--- src/rtl/uart_prog_loader.sv ---
// Serial bootloader: 8N1 receiver, packet parser, program-memory write port.
// Build with PROG_ACK_EN defined to add the 0x06/0x15 acknowledge transmitter on uart_tx.
module uart_prog_loader #(
  parameter int CLK_HZ       = 12500000,
  parameter int BAUD         = 115200,
  parameter int TIMEOUT_BITS = 64
) (
  input  logic        clk,
  input  logic        rst,
  input  logic        uart_rx,
  output logic [15:0] PROGADD,
  output logic [15:0] PROGDATA,
  output logic        PROGWE,
  output logic        busy,
  output logic        done,
  output logic        err,
  output logic        uart_tx
);
  localparam int DIV = CLK_HZ / BAUD;
  localparam int CW  = $clog2(DIV + 1);
  localparam int TW  = $clog2(TIMEOUT_BITS + 1);
  localparam logic [CW-1:0] DIV_LAST = CW'(DIV - 1);
  // Two clks of synchroniser delay are already spent when the start edge is seen.
  localparam logic [CW-1:0] HALF     = CW'(DIV / 2 - 2);

  localparam logic [1:0] RX_IDLE  = 2'd0;
  localparam logic [1:0] RX_START = 2'd1;
  localparam logic [1:0] RX_DATA  = 2'd2;
  localparam logic [1:0] RX_STOP  = 2'd3;

  localparam logic [2:0] S_IDLE   = 3'd0;
  localparam logic [2:0] S_ADDR_H = 3'd1;
  localparam logic [2:0] S_ADDR_L = 3'd2;
  localparam logic [2:0] S_CNT    = 3'd3;
  localparam logic [2:0] S_DATA_L = 3'd4;
  localparam logic [2:0] S_DATA_H = 3'd5;
  localparam logic [2:0] S_CSUM   = 3'd6;

  logic          rx_s1_q, rx_s2_q, rx_prev_q;
  logic [1:0]    rx_st_q;
  logic [CW-1:0] rx_cnt_q;
  logic [2:0]    rx_bit_q;
  logic [7:0]    rx_sr_q;
  logic          rx_vld_q, rx_ferr_q;

  always_ff @(posedge clk) begin
    if (rst) begin
      rx_s1_q   <= 1'b1;
      rx_s2_q   <= 1'b1;
      rx_prev_q <= 1'b1;
      rx_st_q   <= RX_IDLE;
      rx_cnt_q  <= '0;
      rx_bit_q  <= '0;
      rx_sr_q   <= '0;
      rx_vld_q  <= 1'b0;
      rx_ferr_q <= 1'b0;
    end else begin
      rx_s1_q   <= uart_rx;
      rx_s2_q   <= rx_s1_q;
      rx_prev_q <= rx_s2_q;
      rx_vld_q  <= 1'b0;
      rx_ferr_q <= 1'b0;
      unique case (rx_st_q)
        RX_IDLE: begin
          if (rx_prev_q && !rx_s2_q) begin
            rx_st_q  <= RX_START;
            rx_cnt_q <= '0;
          end
        end
        RX_START: begin
          if (rx_cnt_q == HALF) begin
            rx_cnt_q <= '0;
            rx_bit_q <= '0;
            rx_st_q  <= rx_s2_q ? RX_IDLE : RX_DATA;
          end else begin
            rx_cnt_q <= rx_cnt_q + CW'(1);
          end
        end
        RX_DATA: begin
          if (rx_cnt_q == DIV_LAST) begin
            rx_cnt_q <= '0;
            rx_sr_q  <= {rx_s2_q, rx_sr_q[7:1]};
            rx_bit_q <= rx_bit_q + 3'd1;
            if (rx_bit_q == 3'd7) rx_st_q <= RX_STOP;
          end else begin
            rx_cnt_q <= rx_cnt_q + CW'(1);
          end
        end
        default: begin
          if (rx_cnt_q == DIV_LAST) begin
            rx_cnt_q  <= '0;
            rx_st_q   <= RX_IDLE;
            rx_vld_q  <= rx_s2_q;
            rx_ferr_q <= !rx_s2_q;
          end else begin
            rx_cnt_q <= rx_cnt_q + CW'(1);
          end
        end
      endcase
    end
  end

  logic [2:0]    state_q, state_d;
  logic [15:0]   addr_q, addr_d, padd_q, padd_d, pdat_q, pdat_d;
  logic [8:0]    cnt_q, cnt_d;
  logic [7:0]    lo_q, lo_d, sum_q, sum_d;
  logic          we_q, we_d, done_q, done_d, err_q, err_d, err_evt;
  logic [CW-1:0] to_div_q;
  logic [TW-1:0] to_bits_q;
  logic          timeout;

  assign timeout = (to_bits_q == TW'(TIMEOUT_BITS));

  always_comb begin
    state_d = state_q;
    addr_d  = addr_q;
    cnt_d   = cnt_q;
    lo_d    = lo_q;
    sum_d   = sum_q;
    padd_d  = padd_q;
    pdat_d  = pdat_q;
    we_d    = 1'b0;
    done_d  = 1'b0;
    err_d   = err_q;
    err_evt = 1'b0;
    if (rx_ferr_q || timeout) begin
      state_d = S_IDLE;
      err_evt = 1'b1;
    end else if (rx_vld_q) begin
      if (state_q != S_IDLE && state_q != S_CSUM) sum_d = sum_q + rx_sr_q;
      unique case (state_q)
        S_IDLE: begin
          if (rx_sr_q == 8'hA5) begin
            state_d = S_ADDR_H;
            err_d   = 1'b0;
            sum_d   = '0;
          end
        end
        S_ADDR_H: begin
          addr_d  = {rx_sr_q, addr_q[7:0]};
          state_d = S_ADDR_L;
        end
        S_ADDR_L: begin
          addr_d  = {addr_q[15:8], rx_sr_q};
          state_d = S_CNT;
        end
        S_CNT: begin
          cnt_d   = (rx_sr_q == 8'h00) ? 9'd256 : {1'b0, rx_sr_q};
          state_d = S_DATA_L;
        end
        S_DATA_L: begin
          lo_d    = rx_sr_q;
          state_d = S_DATA_H;
        end
        S_DATA_H: begin
          we_d    = 1'b1;
          padd_d  = addr_q;
          pdat_d  = {rx_sr_q, lo_q};
          addr_d  = addr_q + 16'd1;
          cnt_d   = cnt_q - 9'd1;
          state_d = (cnt_q == 9'd1) ? S_CSUM : S_DATA_L;
        end
        S_CSUM: begin
          done_d  = (rx_sr_q == sum_q);
          err_evt = (rx_sr_q != sum_q);
          state_d = S_IDLE;
        end
        default: state_d = S_IDLE;
      endcase
    end
    if (err_evt) err_d = 1'b1;
  end

  always_ff @(posedge clk) begin
    if (rst) begin
      state_q   <= S_IDLE;
      addr_q    <= '0;
      cnt_q     <= '0;
      lo_q      <= '0;
      sum_q     <= '0;
      padd_q    <= '0;
      pdat_q    <= '0;
      we_q      <= 1'b0;
      done_q    <= 1'b0;
      err_q     <= 1'b0;
      to_div_q  <= '0;
      to_bits_q <= '0;
    end else begin
      state_q <= state_d;
      addr_q  <= addr_d;
      cnt_q   <= cnt_d;
      lo_q    <= lo_d;
      sum_q   <= sum_d;
      padd_q  <= padd_d;
      pdat_q  <= pdat_d;
      we_q    <= we_d;
      done_q  <= done_d;
      err_q   <= err_d;
      // Idle time between bytes of a packet, counted in bit periods.
      if (state_q == S_IDLE || rx_vld_q || timeout) begin
        to_div_q  <= '0;
        to_bits_q <= '0;
      end else if (rx_st_q == RX_IDLE) begin
        if (to_div_q == DIV_LAST) begin
          to_div_q  <= '0;
          to_bits_q <= to_bits_q + TW'(1);
        end else begin
          to_div_q <= to_div_q + CW'(1);
        end
      end
    end
  end

  assign PROGADD  = padd_q;
  assign PROGDATA = pdat_q;
  assign PROGWE   = we_q;
  assign done     = done_q;
  assign err      = err_q;
  assign busy     = (state_q != S_IDLE);

`ifdef PROG_ACK_EN
  logic [9:0]    tx_sr_q;
  logic [3:0]    tx_bits_q;
  logic [CW-1:0] tx_cnt_q;

  // Acknowledges raised while a byte is still shifting out are dropped.
  always_ff @(posedge clk) begin
    if (rst) begin
      tx_sr_q   <= '1;
      tx_bits_q <= '0;
      tx_cnt_q  <= '0;
    end else if (tx_bits_q == 4'd0) begin
      if (done_d || err_evt) begin
        tx_sr_q   <= {1'b1, (done_d ? 8'h06 : 8'h15), 1'b0};
        tx_bits_q <= 4'd10;
        tx_cnt_q  <= '0;
      end
    end else if (tx_cnt_q == DIV_LAST) begin
      tx_cnt_q  <= '0;
      tx_sr_q   <= {1'b1, tx_sr_q[9:1]};
      tx_bits_q <= tx_bits_q - 4'd1;
    end else begin
      tx_cnt_q <= tx_cnt_q + CW'(1);
    end
  end

  assign uart_tx = tx_sr_q[0];
`else
  assign uart_tx = 1'b1;
`endif

endmodule

--- config.mk ---
export PLATFORM = sky130hd
export DESIGN_NAME = uart_prog_loader
export DESIGN_NICKNAME = d
export VERILOG_FILES = /design/src/rtl/uart_prog_loader.sv
export SDC_FILE = /design/constraint.sdc
export NUM_CORES = 1
export LEC_CHECK = 0
export CAP_MARGIN = 20
export CORE_ASPECT_RATIO = 0.9
export CORE_MARGIN = 3
export CORE_UTILIZATION = 55
export DETAILED_ROUTE_END_ITERATION = 10
export GPL_ROUTABILITY_DRIVEN = 1
export PLACE_DENSITY = 0.73
export SLEW_MARGIN = 10
export SYNTH_ARGS = -nofsm -noshare
export SYNTH_HDL_FRONTEND = slang
export SYNTH_SLANG_ARGS = --single-unit
--- constraint.sdc ---
create_clock -name clk -period 2.3 [get_ports clk]
set_input_delay 0.23 -clock clk [delete_from_list [all_inputs] [get_ports clk]]
set_output_delay 0.23 -clock clk [all_outputs]
set_load 0.02 [all_outputs]
==> results.json, run 1 <==
{
  "outcome": "complete, no violations",
  "finalHoldViolCount": 0,
  "worst_path_max_delay_cell": "nand3b_1",
  "synthFlopType": "dfxtp_1",
  "postCtsSetupBuffers": 0,
  "hold_class": "in2reg",
  "criticalPathCategory": "reg2reg",
  "drt_iter0_markers": 477,
  "rows": 34,
  "reg2reg_to": "rx_sr_q[6]",
  "power.density_nw_per_um2": 729,
  "overflow": 0,
  "finalCritPeriodShare": 0.925,
  "syn_area_um2": 5620,
  "max_freq_mhz": 470,
  "path_cells": "ha_1 -> nand4_1 -> nor3_1 -> buf_4 -> nand3b_1 -> mux2i_1 -> nor2_1",
  "syn2layout_area_growth_pct": 22.1,
  "drv_cap": 0,
  "slew_viol_final": 0,
  "vias_per_cell": 5.79,
  "finalNetCount": 765,
  "routed_wl_um": 13800,
  "dpl_cell_area_um2": 6220,
  "grt_pass1_wl_um": 23100,
  "relSlewSlack": 0.598,
  "min_from": "rst",
  "grt_max_degree": 71,
  "cts_hold_buf": 0,
  "drc_errors": 0,
  "critPathCaptureType": "flip-flop",
  "antenna_found_initial": 0,
  "hpwl_um": 9170,
  "power.leakage_nw": 2.56,
  "die-area_um2": 11500,
  "finalSetupViolations": 0,
  "yosys_warnings": 0,
  "min_path_cells": 3,
  "grt_pass1_vias": 4775,
  "reg2reg_slack_ns": 0.17,
  "insertion_delay_ns": 0.41,
  "startpoint_type": "flip-flop",
  "cp.arrival_ns": 2.42,
  "worstHoldEndpoint": "err",
  "place_inst": 851,
  "tns_ns": 0,
  "finClkSkew_ns": 0.00549,
  "ys_types": 58,
  "synth_cells": 697,
  "fin_area_um2": 6860,
  "die_x_um": 113,
  "post-route-min-period_ns": 2.13,
  "ys_ff_latch": 118,
  "ant_nets": 0,
  "max_stage_delay_ns": 0.42,
  "clockRootBuffer": "clkbuf_16",
  "worst_pin_slew_ns": 0.600,
  "rr_worst_depth": 7,
  "synth_edf_count": 0,
  "critical_path.top_delay_family": "simple AND/OR/NAND/NOR gates",
  "io_buffers": 38,
  "syn_nets": 718,
  "grt_setup_unrepaired": "false",
  "instances_no_fill": 883,
  "irDropWorstVdd_mv": 0.948,
  "start_util": 0.572,
  "cts_resized": 0,
  "die_h_um": 102,
  "grt_usage": 0.248,
  "pin_count": 40,
  "cts_tree": "yes",
  "cts_buffers": 17,
  "core_um2": 9830,
  "syn_avg_cell_area_um2": 8.06,
  "dr.pass1.iters": 5,
  "cts_max_level": 4,
  "synth-async-reset-ratio": 0,
  "yosysSeqAreaShare": 0.420,
  "required_ns": 2.59,
  "route.detailed.wl_per_inst_um": 15.6,
  "diodes": 0,
  "rr_startpoint": "rx_cnt_q[0]",
  "crit_fanout": 8,
  "cts_sinks": 118,
  "path_clk_slew_ns": 0.06,
  "cts-root-to-sink-buffers": 2,
  "dr_total_vias": 5110,
  "drive_above_1_share": 0.103,
  "crit_buf_inv": 1,
  "place_congestion": 0.883
}
[power by group]
part	total, mW	internal [mW]	switching (mW)
clock	2.82	1.86	0.954
combinational	0.115	0.0403	0.0744
sequential	2.07	2.06	0.0113
[cell usage after synthesis (13+ instances only)]
cell	count	area share
a21oi_1	72	0.064
dfxtp_1	118	0.42
nor2_1	75	0.050
mux2i_1	20	0.036
clkbuf_1	29	0.019
nor3_1	13	0.012
o21ai_0	30	0.027
nand3_1	14	0.012
nand2_1	122	0.081
inv_1	23	0.015
ha_1	17	0.038
[worst min-delay path: cells and delay by family]
family          cells  cell delay, ns
simple gates        1            0.07
compound gates      1            0.11
buf+inv             1            0.19
[flip-flops by register name (all words and copies together) (netlist names), 2 cells and up]
name and count:
sum_q 8, PROGDATA 16, state_q 3, to_div_q 7, PROGADD 16, to_bits_q 7, addr_q 16, cnt_q 9
rx_cnt_q 7, rx_bit_q 3, rx_sr_q 8, rx_st_q 2, lo_q 8
[placed cells by master (no fill, tap or decap), types with 4 or more instances in the layout]
master / n
a211oi_1: 7
a21oi_1: 72
a311oi_1: 5
a32o_1: 4
and3_1: 8
buf_4: 29
bufinv_16: 4
clkbuf_16: 17
clkdlybuf4s50_1: 37
clkinv_2: 4
clkinvlp_4: 4
dfxtp_1: 118
ha_1: 17
inv_1: 23
mux2i_1: 20
nand2_1: 122
nand2b_1: 6
nand3_1: 14
nand3b_1: 6
nand4_1: 10
nor2_1: 74
nor3_1: 12
nor4_1: 6
o211ai_1: 4
o21ai_0: 30
o2bb2ai_1: 4
o31ai_1: 7
or2_2: 5
or3_1: 8
or4_1: 6
xnor2_1: 10
xor2_1: 10
[final cells by class]
type	count	area (um2)
multi-input combinational	516	3010
clock inverter	13	179
sequential	118	2360
clock buffer	19	453
inverter	23	86.3
tap	126	158
fill	779	2970
timing repair buffer	68	613
[kinds of logic (layout without fill, tap and decap cells)]
logic type | Yosys count | in the layout | share of synthesized area
mux | 21 | 21 | 0.0376
fa+ha+maj | 18 | 18 | 0.0414
buf+inv | 63 | 123 | 0.0454
flops | 118 | 118 | 0.420
other cells | 1 | 1 | 0.000667
simple gates | 293 | 293 | 0.241
xor+xnor | 20 | 20 | 0.0312
compound gates | 163 | 163 | 0.183
[worst max-delay path by stage]
stage,from,end,cells past startpoint
after floorplan,to_bits_q[2],lo_q[7],7
after global placement,to_bits_q[1],addr_q[9],8
after detailed placement,to_bits_q[1],addr_q[9],8
after CTS,to_bits_q[1],addr_q[10],8
after global routing,rx_cnt_q[0],rx_sr_q[6],7
final,rx_cnt_q[0],rx_sr_q[6],7
[metal layers]
metal | GRT usage | vias up | wire length, um
li1 | - | 2532 | -
met1 | 0.330 | 2389 | 6270
met2 | 0.399 | 172 | 6440
met3 | 0.0693 | 17 | 878
met4 | 0.0730 | 0 | 181
met5 | 0 | - | 0
[per-stage QoR]
stage / worst slack (ns) / hold WS (ns) / power [mW] / util
2_1_floorplan: 0.436 / 0.334 / 2.19 / -
3_3_place_gp: 0.150 / 0.391 / 2.22 / 0.633
3_5_place_dp: 0.0729 / 0.393 / 2.23 / 0.633
4_1_cts: 0.0354 / 0.239 / 5.04 / 0.698
5_1_grt: 0.0214 / 0.258 / 5.15 / 0.698
6_report: 0.172 / 0.254 / 5.00 / 0.698
No activity file was read; power rests on OpenSTA's default activity.
==> run 2, diff against run 1 <==
Clock period 2.3 ns to 2.7 ns, I/O delays scaled along.
==> results.json, run 2 (synthesized netlist as in run 1, its figures left out) <==
{
  "cts_sinks": 118,
  "insertion_delay_ns": 0.41,
  "cts_buffers": 17,
  "crit_buf_inv": 0,
  "critical_path.top_delay_family": "simple AND/OR/NAND/NOR gates",
  "route.detailed.wl_per_inst_um": 15.3,
  "cp.arrival_ns": 2.56,
  "slew_viol_final": 0,
  "post-route-min-period_ns": 2.27,
  "grt_setup_unrepaired": "false",
  "grt_usage": 0.238,
  "final_cell_mix": "122 x nand2_1, 118 x dfxtp_1, 74 x nor2_1, 72 x a21oi_1, 37 x clkdlybuf4s50_1",
  "clockRootBuffer": "clkbuf_16",
  "relSlewSlack": 0.516,
  "diodes": 0,
  "antenna_found_initial": 0,
  "finalSetupViolations": 0,
  "overflow": 0,
  "worst_path_max_delay_cell": "or4_1",
  "cpMostUsedCell": "or4_1",
  "startpoint_type": "flip-flop",
  "dr_total_vias": 5101,
  "syn2layout_area_growth_pct": 20.1,
  "routed_wl_um": 13300,
  "dr.pass1.iters": 5,
  "cts_tree": "yes",
  "pin_count": 40,
  "hpwl_um": 8950,
  "cts_hold_buf": 0,
  "finalHoldViolCount": 0,
  "worst_pin_slew_ns": 0.727,
  "critPathCaptureType": "flip-flop",
  "drv_cap": 0,
  "fillers": 784,
  "finClkSkew_ns": 0.00727,
  "drt_iter0_markers": 405,
  "die-area_um2": 11500,
  "start_util": 0.572,
  "rows": 34,
  "power.density_nw_per_um2": 639,
  "die_h_um": 102,
  "outcome": "complete, no violations",
  "place_congestion": 0.902,
  "cts_max_level": 4,
  "hold_class": "in2reg",
  "grt_pass1_vias": 4722,
  "tns_ns": 0,
  "fin_hold_ws_ns": 0.411,
  "criticalPathCategory": "reg2reg",
  "cts-root-to-sink-buffers": 2,
  "finalNetCount": 750,
  "core_um2": 9830,
  "vias_per_cell": 5.88,
  "io_buffers": 38,
  "required_ns": 2.99,
  "irDropWorstVdd_mv": 0.597,
  "max_freq_mhz": 440,
  "drive_above_1_share": 0.0782,
  "grt_pass1_wl_um": 22400,
  "max_stage_delay_ns": 0.69,
  "cts_resized": 0,
  "ant_nets": 0,
  "final_common_cell": "nand2_1",
  "fin_area_um2": 6750,
  "crit_fanout": 10,
  "path_cells": "or4_1 -> o211ai_4 -> or4_1 -> mux2i_1 -> nor2_1",
  "path_clk_slew_ns": 0.05,
  "p_total_mw": 4.32,
  "power.leakage_nw": 2.49,
  "die_x_um": 113,
  "finalCritPeriodShare": 0.842,
  "dpl_cell_area_um2": 6100,
  "reg2reg_slack_ns": 0.43,
  "drc_errors": 0,
  "postCtsSetupBuffers": 0,
  "grt_max_degree": 41
}
==> run 2: path summary, 6_finish.rpt <==
kind                 from         end  depth (start not counted)
max          to_bits_q[2]     lo_q[3]                          5
min                   rst  rx_st_q[1]                          2
max reg2reg  to_bits_q[2]     lo_q[3]                          5
min reg2reg       rx_s1_q     rx_s2_q                          1
==> run 2: final cells by class <==
cell class,instances,area [um2],area share
inverter,23,86.3,0.0128
multi-input combinational,516,3000,0.445
clock inverter,8,169,0.0250
tap,126,158,0.0234
sequential,118,2360,0.350
timing repair buffer,53,488,0.0723
clock buffer,24,482,0.0714
==> run 2: per-layer routing <==
metal	part of all wire	vias to the layer above	wire length [um]	global-route usage
li1	-	2515	-	-
met1	0.46	2389	6150	0.318
met2	0.46	175	6180	0.379
met3	0.063	22	835	0.0693
met4	0.010	0	137	0.0684
met5	0	-	0	0
==> run 2: per-stage QoR <==
step | util | setup slack (ns) | std cells
final | 0.687 | 0.427 | 868
after global routing | 0.687 | 0.198 | 868
after CTS | 0.687 | 0.404 | 868
after detailed placement | 0.621 | 0.400 | 836
after global placement | 0.621 | 0.538 | 836
after floorplan | - | 0.836 | 697
==> run 2: where the power goes <==
group	internal [mW]	total [mW]	leakage [nW]	switching [mW]
clock network	1.71	2.47	0.318	0.756
logic	0.0268	0.0827	1.22	0.0559
registers	1.75	1.77	0.951	0.0143
==> run 2: worst register-to-register path, delay by kind of cell (launching register included) <==
| kind | cells | cell delay, ns |
|---|---|---|
| simple gates | 3 | 1.21 |
| compound gates | 1 | 0.35 |
| flops | 1 | 0.34 |
| mux | 1 | 0.26 |
